**src/rtl/ps2_arrow_pkg.sv**
```systemverilog
// Shared constants, FSM encodings and event payload for the PS/2 arrow-key sequencer.
package ps2_arrow_pkg;

  localparam logic [1:0] ST_IDLE    = 2'd0;
  localparam logic [1:0] ST_EXT     = 2'd1;
  localparam logic [1:0] ST_BRK     = 2'd2;
  localparam logic [1:0] ST_EXT_BRK = 2'd3;

  localparam logic [7:0] SC_E0    = 8'hE0;
  localparam logic [7:0] SC_F0    = 8'hF0;
  localparam logic [7:0] SC_UP    = 8'h75;
  localparam logic [7:0] SC_LEFT  = 8'h6B;
  localparam logic [7:0] SC_DOWN  = 8'h72;
  localparam logic [7:0] SC_RIGHT = 8'h74;

  localparam logic [1:0] DIR_UP    = 2'd0;
  localparam logic [1:0] DIR_LEFT  = 2'd1;
  localparam logic [1:0] DIR_DOWN  = 2'd2;
  localparam logic [1:0] DIR_RIGHT = 2'd3;

  typedef struct packed {
    logic [1:0] dir;
    logic       brk;
  } evt_t;

  function automatic logic is_arrow(input logic [7:0] code);
    case (code)
      SC_UP, SC_LEFT, SC_DOWN, SC_RIGHT: is_arrow = 1'b1;
      default:                           is_arrow = 1'b0;
    endcase
  endfunction

  function automatic logic [1:0] arrow_dir(input logic [7:0] code);
    case (code)
      SC_LEFT:  arrow_dir = DIR_LEFT;
      SC_DOWN:  arrow_dir = DIR_DOWN;
      SC_RIGHT: arrow_dir = DIR_RIGHT;
      default:  arrow_dir = DIR_UP;
    endcase
  endfunction

endpackage

```
**src/rtl/ps2_evt_fifo.sv**
```systemverilog
// Event queue with registered valid/head outputs; head holds its last value while empty.
module ps2_evt_fifo
  import ps2_arrow_pkg::*;
#(
  parameter int unsigned DEPTH = 4
) (
  input  logic CLK,
  input  logic RESET,
  input  logic push,
  input  evt_t push_data,
  input  logic pop,
  output logic full_c,
  output logic valid,
  output evt_t head
);

  localparam int unsigned AW = $clog2(DEPTH);
  localparam int unsigned PW = AW + 1;

  logic [PW-1:0] wr_ptr, rd_ptr, wr_nxt, rd_nxt;
  logic          empty_c, do_push, do_pop;
  evt_t          mem [DEPTH];

  assign empty_c = (wr_ptr == rd_ptr);
  assign full_c  = (wr_ptr[AW] != rd_ptr[AW]) && (wr_ptr[AW-1:0] == rd_ptr[AW-1:0]);
  assign do_pop  = pop & ~empty_c;
  assign do_push = push & (~full_c | do_pop);
  assign wr_nxt  = wr_ptr + PW'(do_push);
  assign rd_nxt  = rd_ptr + PW'(do_pop);

  always_ff @(posedge CLK) begin
    if (do_push) mem[wr_ptr[AW-1:0]] <= push_data;
  end

  // Head is prefetched; a slot not yet in storage is being written this edge, so bypass it.
  always_ff @(posedge CLK or posedge RESET) begin
    if (RESET) begin
      wr_ptr <= '0;
      rd_ptr <= '0;
      valid  <= 1'b0;
      head   <= '0;
    end else begin
      wr_ptr <= wr_nxt;
      rd_ptr <= rd_nxt;
      valid  <= (wr_nxt != rd_nxt);
      if (wr_nxt != rd_nxt) head <= (rd_nxt == wr_ptr) ? push_data : mem[rd_nxt[AW-1:0]];
    end
  end

endmodule

```
**src/rtl/ps2_arrow_ctrl.sv**
```systemverilog
// Scan-code sequencer: prefix FSM, arrow held-state, prefix timeout and
// saturating drop/error counters feeding an event FIFO.
module ps2_arrow_ctrl
  import ps2_arrow_pkg::*;
#(
  parameter int unsigned FIFO_DEPTH     = 4,
  parameter int unsigned TIMEOUT_CYCLES = 1000000,
  parameter bit          ACCEPT_KEYPAD  = 1'b1
) (
  input  logic       CLK,
  input  logic       RESET,
  input  logic       BYTE_VALID,
  input  logic [7:0] BYTE_DATA,
  input  logic       BYTE_ERR,
  output logic [3:0] KEY_HELD,
  output logic       EVT_VALID,
  output logic [1:0] EVT_DIR,
  output logic       EVT_BREAK,
  input  logic       EVT_RDY,
  output logic [7:0] DROP_CNT,
  output logic [7:0] ERR_CNT
);

  localparam int unsigned   TW       = $clog2(TIMEOUT_CYCLES);
  localparam logic [TW-1:0] TMO_LAST = TW'(TIMEOUT_CYCLES - 1);

  logic [1:0]    state, state_nxt;
  logic [3:0]    held_nxt;
  logic [TW-1:0] tmo, tmo_nxt;
  logic          arrow_c, kp_arrow_c, press_c, release_c, push_c, drop_c, full_c;
  logic [1:0]    dir_c;
  evt_t          push_evt_c, head;

  assign arrow_c    = is_arrow(BYTE_DATA);
  assign kp_arrow_c = arrow_c & ACCEPT_KEYPAD;
  assign dir_c      = arrow_dir(BYTE_DATA);

  always_ff @(posedge CLK or posedge RESET) begin
    if (RESET) state <= ST_IDLE;
    else       state <= state_nxt;
  end

  // Next state, timeout and held-state update; errors abort any prefix.
  always_comb begin
    state_nxt  = state;
    held_nxt   = KEY_HELD;
    tmo_nxt    = '0;
    press_c    = 1'b0;
    release_c  = 1'b0;
    push_c     = 1'b0;
    push_evt_c = '0;
    if (BYTE_VALID && BYTE_ERR) begin
      state_nxt = ST_IDLE;
    end else if (BYTE_VALID) begin
      case (state)
        ST_IDLE: begin
          if (BYTE_DATA == SC_E0)      state_nxt = ST_EXT;
          else if (BYTE_DATA == SC_F0) state_nxt = ST_BRK;
          else                         press_c   = kp_arrow_c;
        end
        ST_EXT: begin
          state_nxt = (BYTE_DATA == SC_F0) ? ST_EXT_BRK : ST_IDLE;
          press_c   = arrow_c;
        end
        ST_EXT_BRK: begin
          state_nxt = ST_IDLE;
          release_c = arrow_c;
        end
        default: begin
          state_nxt = ST_IDLE;
          release_c = kp_arrow_c;
        end
      endcase
    end else if (state != ST_IDLE) begin
      if (tmo == TMO_LAST) state_nxt = ST_IDLE;
      else                 tmo_nxt   = tmo + TW'(1);
    end
    if (press_c && !KEY_HELD[dir_c]) begin
      held_nxt[dir_c] = 1'b1;
      push_c          = 1'b1;
      push_evt_c      = '{dir: dir_c, brk: 1'b0};
    end
    if (release_c && KEY_HELD[dir_c]) begin
      held_nxt[dir_c] = 1'b0;
      push_c          = 1'b1;
      push_evt_c      = '{dir: dir_c, brk: 1'b1};
    end
  end

  assign drop_c = push_c & full_c & ~(EVT_VALID & EVT_RDY);

  always_ff @(posedge CLK or posedge RESET) begin
    if (RESET) begin
      KEY_HELD <= '0;
      tmo      <= '0;
      DROP_CNT <= '0;
      ERR_CNT  <= '0;
    end else begin
      KEY_HELD <= held_nxt;
      tmo      <= tmo_nxt;
      if (drop_c && DROP_CNT != 8'hFF)                   DROP_CNT <= DROP_CNT + 8'd1;
      if (BYTE_VALID && BYTE_ERR && ERR_CNT != 8'hFF)    ERR_CNT  <= ERR_CNT + 8'd1;
    end
  end

  ps2_evt_fifo #(.DEPTH(FIFO_DEPTH)) u_fifo (
    .CLK       (CLK),
    .RESET     (RESET),
    .push      (push_c),
    .push_data (push_evt_c),
    .pop       (EVT_RDY),
    .full_c    (full_c),
    .valid     (EVT_VALID),
    .head      (head)
  );

  assign EVT_DIR   = head.dir;
  assign EVT_BREAK = head.brk;

endmodule

```
**config.mk**
```make
export PLATFORM = sky130hd
export DESIGN_NAME = ps2_arrow_ctrl
export DESIGN_NICKNAME = d
export VERILOG_FILES = /design/src/rtl/ps2_arrow_pkg.sv /design/src/rtl/ps2_evt_fifo.sv /design/src/rtl/ps2_arrow_ctrl.sv
export SDC_FILE = /design/constraint.sdc
export NUM_CORES = 1
export LEC_CHECK = 0
export ABC_AREA = 1
export CORE_UTILIZATION = 60
export DETAILED_ROUTE_END_ITERATION = 12
export GPL_ROUTABILITY_DRIVEN = 0
export PLACE_DENSITY_LB_ADDON = 0.3
export SYNTH_ARGS = -nofsm -noshare
export SYNTH_HDL_FRONTEND = slang
export SYNTH_SLANG_ARGS = --single-unit
```
**constraint.sdc**
```tcl
create_clock -name CLK -period 4.4 [get_ports CLK]
set_input_delay 0.88 -clock CLK [delete_from_list [all_inputs] [get_ports CLK]]
set_output_delay 0.88 -clock CLK [all_outputs]
set_load 0.05 [all_outputs]
```
Word-level counts from Yosys, hierarchy flattened
Memories as Yosys holds them, arrays and structs flattened.
Cells that the tools add are included.
{ "word_totals": {"n_memories": 1, "regBits": 52, "ramBits": 12, "in_bits": 13, "out_inout_bits": 24, "elab_cells": 96} }
{ "mem_list": {"columns": ["name", "depth", "width", "read_ports", "rd_ports_with_merged_regs", "wr", "line_no", "text"], "rows": [
  ["u_fifo.mem", 4, 3, 1, 0, 1, "ps2_evt_fifo.sv:22", "evt_t mem [DEPTH];"]
]} }
{ "classes": {"n_reduce_logical": 15, "n_lt_le_gt_ge": 2, "add_sub_neg": 5, "n_bitwise": 12, "eq_ne": 16, "mux": 35} }
{ "op_table": {"columns": ["op", "count"], "rows": [
  ["$mux 20", 4],
  ["$eq 8x7->1 const B", 4],
  ["$add 20x1->20 const B", 1],
  ["$eq 20x20->1 const B", 1],
  ["$add 8x1->8 const B", 2],
  ["$eq 8x8->1 const B", 2],
  ["$ne 8x8->1 const B", 2],
  ["$mux 1", 14],
  ["$mux 2", 7],
  ["$mux 3", 3],
  ["$mux 4", 2],
  ["$logic_and 1x1->1", 7],
  ["$add 3x1->3", 2],
  ["$eq 3x3->1", 2],
  ["$pmux 2 s3", 1],
  ["$reduce_bool 3->1", 2],
  ["$and 1x1->1", 5],
  ["$ne 5x5->1 const B", 1],
  ["$and 4x4->4", 1],
  ["$not 4->4", 1],
  ["$or 4x4->4", 1],
  ["$pmux 2 s2", 1],
  ["$reduce_or 4->1", 1],
  ["$lt 2x3->1 const B", 1],
  ["15 further kinds", 17]
]} }

Longest topological paths before layout
Gate-level depths: netlist of the first run.
{ "depth": {"word_depth": 14, "depth_mapped": 21, "depth_no_buf": 21} }

Modules after synthesis
From an unflattened synthesis of the first run, not the netlist that was laid out.
{ "unflattened": {"hier_cells": 454, "area_unflattened_um2": 3590.9} }
{ "modules_own_cells": {"columns": ["module", "instances", "area_per_inst_um2", "cells_per_inst"], "rows": [
  ["ps2_arrow_ctrl", 1, 2418.6, 323],
  ["ps2_evt_fifo", 1, 1172.4, 131]
]} }

Worst setup path before layout of the first run
OpenSTA, ideal clock, no wires.
{ "synth_timing": {"kind": "in2reg", "from": "input BYTE_DATA[7]", "to": "register, netlist name u_fifo.head[1]", "t_required_ns": 4.276, "setup_slack_ns": 1.405, "n_path_buf": 0, "cell_stages": 19, "arrival_ns": 2.871, "cell_sequence": "inv_2 > nand2_1 > nor2_1 > nand2_2 > nand3_2 > nand3b_1 > nand2_2 > nand2_4 > nand2_2 > clkinv_2 > ha_1 > ha_1 > xor2_1 > xnor2_1 > nand3_1 > o21ai_0 > inv_1 > nand2_1 > o21ai_1"} }
{ "synth_between": {"elab_chain_cells": 14, "word_cells_on_any_way": 30, "classes_between": "add/sub (1); eq/ne (7); mux (17); bitwise (1); reduce/logical (4)"} }
{ "synth_lines": {"columns": ["element", "line_no", "text"], "rows": [
  ["start: declaration", "ps2_arrow_ctrl.sv:13", "input logic [7:0] BYTE_DATA,"],
  ["$eq 8x7->1, on equally long branches", "ps2_arrow_pkg.sv:27, ps2_arrow_pkg.sv:34", null],
  ["$reduce_or 4->1", "ps2_arrow_pkg.sv:27", "case (code)"],
  ["$mux 1", "ps2_arrow_pkg.sv:27", null],
  ["$mux 1", "ps2_arrow_ctrl.sv:58", "else if (BYTE_DATA == SC_F0) state_nxt = ST_BRK;"],
  ["$mux 1", "ps2_arrow_ctrl.sv:57", "if (BYTE_DATA == SC_E0) state_nxt = ST_EXT;"],
  ["$pmux 1 s2", "ps2_arrow_ctrl.sv:55", "case (state)"],
  ["$mux 1", "ps2_arrow_ctrl.sv:54", "end else if (BYTE_VALID) begin"],
  ["$mux 1", "ps2_arrow_ctrl.sv:52", "if (BYTE_VALID && BYTE_ERR) begin"],
  ["$logic_and 1x1->1", "ps2_arrow_ctrl.sv:78", "if (press_c && !KEY_HELD[dir_c]) begin"],
  ["$mux 1", "ps2_arrow_ctrl.sv:78", null],
  ["$mux 1 *", "ps2_arrow_ctrl.sv:83", "if (release_c && KEY_HELD[dir_c]) begin"],
  ["$and 1x1->1 *", "ps2_evt_fifo.sv:27", "assign do_push = push & (~full_c | do_pop);"],
  ["$add 3x1->3 *", "ps2_evt_fifo.sv:28", "assign wr_nxt = wr_ptr + PW'(do_push);"],
  ["named net u_fifo.wr_nxt[2]", "ps2_evt_fifo.sv:20", "logic [PW-1:0] wr_ptr, rd_ptr, wr_nxt, rd_nxt;"],
  ["$ne 3x3->1 *", "ps2_evt_fifo.sv:46", "if (wr_nxt != rd_nxt) head <= (rd_nxt == wr_ptr) ? push_data : mem[rd_nxt[AW-1:0]];"]
]} }
The timed path passes the listed nets; every way through them passes the cells marked *. The select of a mux whose other input is x is not followed.
A chain may end at the register's enable or synchronous reset.

Worst setup path after layout of the first run
{ "layout_timing": {"from": "input BYTE_DATA[2]", "to": "register, netlist name u_fifo.head[1]"} }
{ "layout_between": {"elab_chain_cells": 14, "word_cells_on_any_way": 30, "classes_between": "add/sub (1); eq/ne (7); mux (17); bitwise (1); reduce/logical (4)"} }
{ "layout_lines": {"columns": ["element", "line_no"], "rows": [
  ["$eq 8x7->1, on equally long branches", "ps2_arrow_pkg.sv:27, ps2_arrow_pkg.sv:34"],
  ["$reduce_or 4->1", "ps2_arrow_pkg.sv:27"],
  ["$mux 1", "ps2_arrow_pkg.sv:27"],
  ["$mux 1", "ps2_arrow_ctrl.sv:58"],
  ["$mux 1", "ps2_arrow_ctrl.sv:57"],
  ["$pmux 1 s2", "ps2_arrow_ctrl.sv:55"],
  ["$mux 1", "ps2_arrow_ctrl.sv:54"],
  ["$mux 1", "ps2_arrow_ctrl.sv:52"],
  ["$logic_and 1x1->1", "ps2_arrow_ctrl.sv:78"],
  ["$mux 1", "ps2_arrow_ctrl.sv:78"],
  ["$mux 1 *", "ps2_arrow_ctrl.sv:83"],
  ["$and 1x1->1 *", "ps2_evt_fifo.sv:27"],
  ["$add 3x1->3 *", "ps2_evt_fifo.sv:28"],
  ["named net u_fifo.wr_nxt[2]", "ps2_evt_fifo.sv:20"],
  ["$ne 3x3->1 *", "ps2_evt_fifo.sv:46"]
]} }
Marked as above.

==> results.yml, run 1 <==
setup_path:
  crit_chain: "clkdlybuf4s50_1, inv_2, nor2_2, nand2_1, nand2_1, nand2_2, nand3_2, nand3b_1, nand2_2, nand2_4, nand2_2, clkinv_2, ha_1, ha_1, xor2_1, xnor2_1, nand3_1, o21ai_0, inv_1, nand2_1, o21ai_1"
  worstReg2RegEnd: "u_fifo.head[1]$_DFFE_PP0P_"
  crit_path_max_fanout: 8
  critPathSlowestCell: "clkdlybuf4s50_1"
  crit_start: "BYTE_DATA[2]"
  cp-end-kind: "register"
  slowest_delay_ps: 490
  r2r_setup_slack_ps: 1820
  rr_startpoint: "KEY_HELD[1]$_DFF_PP0_"
  crit_arrival_ps: 3660
  cp_num_buf_inv: 4
  worst_r2r_path_depth: 17
  required_ps: 4630
  worstSetupEndpoint: "u_fifo.head[1]$_DFFE_PP0P_"
  cp_top_family: "simple AND/OR/NAND/NOR gates"
  critPathKind: "in2reg"
  worstSetupStartpointType: "input pin"
  crit_cells: 21
floorplanning:
  die_y_um: 78.1
  io_pins: 37
  fp.dieW_um: 78.1
  rows: 27
  core_area_um2: 5540
  dieArea_um2: 6110
  start_util_pct: 62.8
logic_synthesis:
  synth_area_leaders: "dfrtp_1, edfxtp_1, nand2_1"
  synth_area_um2: 3480
  syn_nets: 442
  synth-async-reset-ratio_pct: 81.3
  synth.distinct_cells: 34
  ys_top_cells_by_count: "nand2_1, inv_1, dfrtp_1, nor2_1, nand3_1"
  seq_area_frac_synth_pct: 47.8
  ys_warn_count: 0
  synthCells: 422
  avgSynthCellArea_um2: 8.24
  yosys.area.top_type: "dfrtp_1"
  synth_top_cell_area_share_pct: 37.4
  synth_enable_flop_cells: 12
  ys.flop_type: "dfrtp_1"
  ys_seq_elements: 64
  synth.most_common_cell: "nand2_1"
drt:
  wl_per_cell_um: 12.4
  drc: 0
  ant_nets: 0
  drt_wl_total_um: 6770
  drt_iter0_markers: 112
  firstDrtPassIters: 4
  via_count: 2910
  vias_per_cell: 5.35
job:
  max_cap_viol_count: 0
clock_tree:
  cts_resized: 0
  htreeDepth: 3
  clkTransAtPathRegs_ps: 70
  cts_tree: "done"
  clk_root_buffer_cell: "clkbuf_8"
  clock-sinks: 64
  cts_buffers: 9
  clk-insertion-delay-late_ps: 340
  clk_path_buf_depth: 2
  ctsHoldBuffers: 0
  post_cts_buffers: 0
sta:
  post-route-min-period_ps: 3430
  report.final.setup_viol: 0
  relSlewSlack_pct: 50.4
  timing.final.ws_setup_ps: 975
  post-route-period-util_pct: 77.8
  skew_ps: 10.3
  setup_tns_ps: 0
  fmax_mhz: 292
  worstMarginPinSlew_ps: 741
  hold_viol: 0
  slew_viol_final: 0
  rsz0062_at_grt: "false"
pwr:
  vdd_ir_drop_max_v: 0.000358
  leakagePower_nw: 1.89
  power_density_nw_per_um2: 460
placed_design:
  place_ws_ps: 644
  io_buffers: 36
  dp_hpwl_um: 5070
  dpl_cell_area_um2: 3920
grt:
  grt_max_degree: 37
  grt_pass1_wl_um: 11800
  grt_pass1_vias: 2855
  overflow: 0
  grt_use_total_pct: 24.8
  antenna_found_initial: 0
cells_and_area:
  fin_area_um2: 4110
  finalNetCount: 487
  num_antenna_cells: 0
  syn2layout_area_growth_pct: 18.2
  drive_above_1_share_pct: 9.53
min_path:
  min_path_cells: 1
  hold_class: "reg2reg"
status:
  outcome: "completed"
==> worst min path at each step <==
stage / from / endpoint / slack, ps
2_1_floorplan: tmo[0]$_DFF_PP0_ / tmo[0]$_DFF_PP0_ / 430
3_3_place_gp: tmo[0]$_DFF_PP0_ / tmo[0]$_DFF_PP0_ / 450
3_5_place_dp: tmo[0]$_DFF_PP0_ / tmo[0]$_DFF_PP0_ / 470
4_1_cts: tmo[0]$_DFF_PP0_ / tmo[0]$_DFF_PP0_ / 480
5_1_grt: tmo[0]$_DFF_PP0_ / tmo[0]$_DFF_PP0_ / 500
6_report: tmo[0]$_DFF_PP0_ / tmo[0]$_DFF_PP0_ / 480
==> final cells by class <==
| class | instances | area [um^2] |
|---|---|---|
| inverter | 67 | 253 |
| clock buffer | 10 | 128 |
| sequential | 64 | 1660 |
| clock inverter | 6 | 60.1 |
| fill | 426 | 1430 |
| tap | 72 | 90.1 |
| timing repair buffer | 37 | 368 |
| multi-input combinational | 288 | 1550 |
==> sequential cells by signal, indices dropped and copies added, names as in the netlist, 2 cells and up <==
signal	flops
state	2
u_fifo.head	3
u_fifo.rd_ptr	3
tmo	20
u_fifo.mem	12
ERR_CNT	8
u_fifo.wr_ptr	3
DROP_CNT	8
KEY_HELD	4
==> layout by cell type (no fill, tap or decap), drive strengths merged, types with 4 or more instances in the layout <==
cell type      instances
a21oi                  5
nand4                 12
xor2                  16
nor3                  14
edfxtp                12
clkinv                 4
inv                   66
nor2                  60
dfrtp                 52
nor3b                  4
nand3                 28
clkdlybuf4s50         36
o21ai                 19
xnor2                 13
nand2                 97
ha                     7
clkbuf                10
==> worst reg2reg max path, cell delays in order, from the launching register on <==
cell	delay [ps]
dfrtp_1	390
inv_1	80
nand3_1	80
nand2_1	90
nand3b_1	220
nand2_2	140
nand2_4	100
nand2_2	110
clkinv_2	60
ha_1	170
ha_1	180
xor2_1	220
xnor2_1	150
nand3_1	190
o21ai_0	130
inv_1	60
nand2_1	60
o21ai_1	50
==> routing by layer <==
layer | share of wire, % | wire length [um] | GRT usage (%) | vias to the layer above
li1 | - | - | - | 1447
met1 | 44 | 2970 | 28.5 | 1386
met2 | 50 | 3410 | 43.5 | 61
met3 | 3.3 | 221 | 3.95 | 16
met4 | 2.5 | 170 | 14.8 | 0
met5 | 0 | 0 | 0 | -
==> report_power, final <==
part	total (mW)	switching [mW]	internal [mW]
combinational	0.680	0.437	0.243
sequential	0.726	0.0577	0.669
clock	0.484	0.226	0.258
==> logic make-up after synthesis <==
group	count (synthesis)	synth area share [%]
buffers and inverters	70	7.66
AND/OR/NAND/NOR	220	29.5
adder cells (fa/ha/maj)	7	2.52
AO/OA/AOI/OAI	32	5.22
XOR/XNOR	29	7.30
flip-flops	64	47.8
==> per-stage QoR <==
stage,hold WS (ps),std cells,power [mW],utilization [%]
finish,476,544,1.89,74.2
global route,504,544,2.00,74.2
floorplan,433,422,1.23,-
detailed placement,472,528,1.41,70.8
global placement,449,528,1.39,70.8
CTS,482,544,1.90,74.2
Power figures use the tool's default switching activity.
==> run 2: changes to the inputs <==
- CORE_UTILIZATION: 60 -> 57
- clock period: 4.4 -> 3.3 ns (I/O delays scaled with it)
==> run 2 against run 1 <==
Against the previous run:
- via count is 2.2% lower
- clock power is 51% higher
- register-to-register slack worse by 1100 ps
- hold slack hardly changed
- global-route usage is 0.58 points lower
- design area is 2.8% higher
- final cell count is 2.2% higher
- non-clock buffer count is 9 higher
- combinational power is 37% higher
- utilization is 2.4 points lower
- worst setup slack worse by 720 ps
==> results.yml, run 2 (synthesis gave the netlist of run 1 again) <==
placed_design:
  io_buffers: 36
  dp_hpwl_um: 5090
  place_ws_ps: -118
  dpl_cell_area_um2: 4010
  dp_cells: 540
clock_tree:
  post_cts_buffers: 0
  clk_path_buf_depth: 2
  ctsHoldBuffers: 0
  htreeDepth: 3
  clock-sinks: 64
  cts_buffers: 9
  clk_root_buffer_cell: "clkbuf_8"
  clkTransAtPathRegs_ps: 70
  cts_tree: "done"
  cts_resized: 0
  clk-insertion-delay-late_ps: 350
cells_and_area:
  utilization_pct: 71.8
  top_register: "tmo"
  largest_reg_flops: 20
  stdcell_count: 556
  drive_above_1_share_pct: 11.6
  syn2layout_area_growth_pct: 21.4
  final_cell_mix: "nand2_1, inv_1, dfrtp_1"
  finalNetCount: 496
  final_common_cell: "nand2_1"
  fin_area_um2: 4220
  num_antenna_cells: 0
setup_path:
  required_ps: 3570
  worstSetupStartpointType: "input pin"
  cp-end-kind: "register"
  crit_arrival_ps: 3310
  critPathKind: "in2reg"
  crit_path_max_fanout: 6
sta:
  slew_viol_final: 0
  report.final.setup_viol: 0
  timing.final.ws_setup_ps: 254
  skew_ps: 4.00
  worstMarginPinSlew_ps: 765
  fmax_mhz: 328
  hold_viol: 0
  post-route-min-period_ps: 3050
  relSlewSlack_pct: 48.9
  setup_tns_ps: 0
  post-route-period-util_pct: 92.3
floorplanning:
  rows: 28
  fp.dieW_um: 80.1
  dieArea_um2: 6420
  die_y_um: 80.1
  io_pins: 37
  core_area_um2: 5890
  start_util_pct: 59.1
pwr:
  p_switching_mw: 0.975
  p_sw_share_pct: 37.0
  p_comb_share_pct: 35.4
  vdd_ir_drop_max_v: 0.000753
  leakagePower_nw: 1.95
  p_clk_share_pct: 27.8
  power_density_nw_per_um2: 623
  power_frac_seq_pct: 36.8
  intPower_mw: 1.66
grt:
  grt_pass1_wl_um: 11900
  grt_pass1_vias: 2784
  overflow: 0
  antenna_found_initial: 0
  grt_max_degree: 53
  grt_use_total_pct: 24.2
drt:
  drc: 0
  vias_per_cell: 5.12
  ant_nets: 0
  via_count: 2846
  drt_wl_total_um: 6940
  wl_per_cell_um: 12.5
  firstDrtPassIters: 6
  drt_iter0_markers: 127
job:
  max_cap_viol_count: 0
min_path:
  hold_class: "reg2reg"
status:
  outcome: "completed"
==> run 2: area by class of cell <==
class,count,area (um^2)
flip-flops and latches,64,1660
clock inverters,7,86.3
inverters,67,253
fillers,457,1660
well taps,75,93.8
multi-input cells,288,1560
repair buffers,46,448
clock buffers,9,124
==> run 2: worst paths after layout <==
kind | startpoint | endpoint | slack, ps | cells past startpoint
min in group asynchronous | RESET | u_fifo.head[1]$_DFFE_PP0P_ | 680 | 3
setup reg to reg | u_fifo.wr_ptr[0]$_DFF_PP0_ | u_fifo.head[0]$_DFFE_PP0P_ | 750 | 13
hold reg to reg | tmo[0]$_DFF_PP0_ | tmo[0]$_DFF_PP0_ | 480 | 1
hold / removal | tmo[0]$_DFF_PP0_ | tmo[0]$_DFF_PP0_ | 480 | 1
setup / recovery | BYTE_DATA[1] | u_fifo.head[0]$_DFFE_PP0P_ | 250 | 17
max in group asynchronous | RESET | ERR_CNT[6]$_DFFE_PP0P_ | 2390 | 3
==> run 2: power groups by stage <==
| stage | combinational, mW | sequential (mW) | clock [mW] |
|---|---|---|---|
| finish | 0.932 | 0.970 | 0.731 |
| global placement | 0.900 | 0.979 | 0 |
| detailed placement | 0.922 | 0.984 | 0 |
| CTS | 0.931 | 0.970 | 0.741 |
| floorplan | 0.470 | 1.17 | 0 |
| global route | 1.03 | 0.979 | 0.776 |
==> run 2: worst max-delay path, stage by stage <==
cell and delay (ps):
clkdlybuf4s50_1 550, nand2_1 100, nor2_2 150, nand2_2 110
nand3_2 100, nand3b_1 110, nand2_2 110, nand2_4 60
nand2_2 70, clkinv_2 60, ha_1 180, ha_1 190
xor2_1 230, xnor2_1 170, nand3_2 150, buf_4 170
a31oi_1 160
==> run 2: routing by layer <==
| metal | track usage, % | wire length (um) | vias up |
|---|---|---|---|
| met4 | 12.1 | 133 | 0 |
| met5 | 0 | 0 | - |
| met2 | 41.1 | 3490 | 39 |
| met3 | 4.55 | 178 | 14 |
| met1 | 29.4 | 3140 | 1337 |
| li1 | - | - | 1456 |
==> run 2: stage by stage <==
stage | power [mW] | hold WS, ps
5_1_grt | 2.79 | 482
4_1_cts | 2.64 | 478
6_report | 2.63 | 476
3_3_place_gp | 1.88 | 455
2_1_floorplan | 1.64 | 433
3_5_place_dp | 1.91 | 468
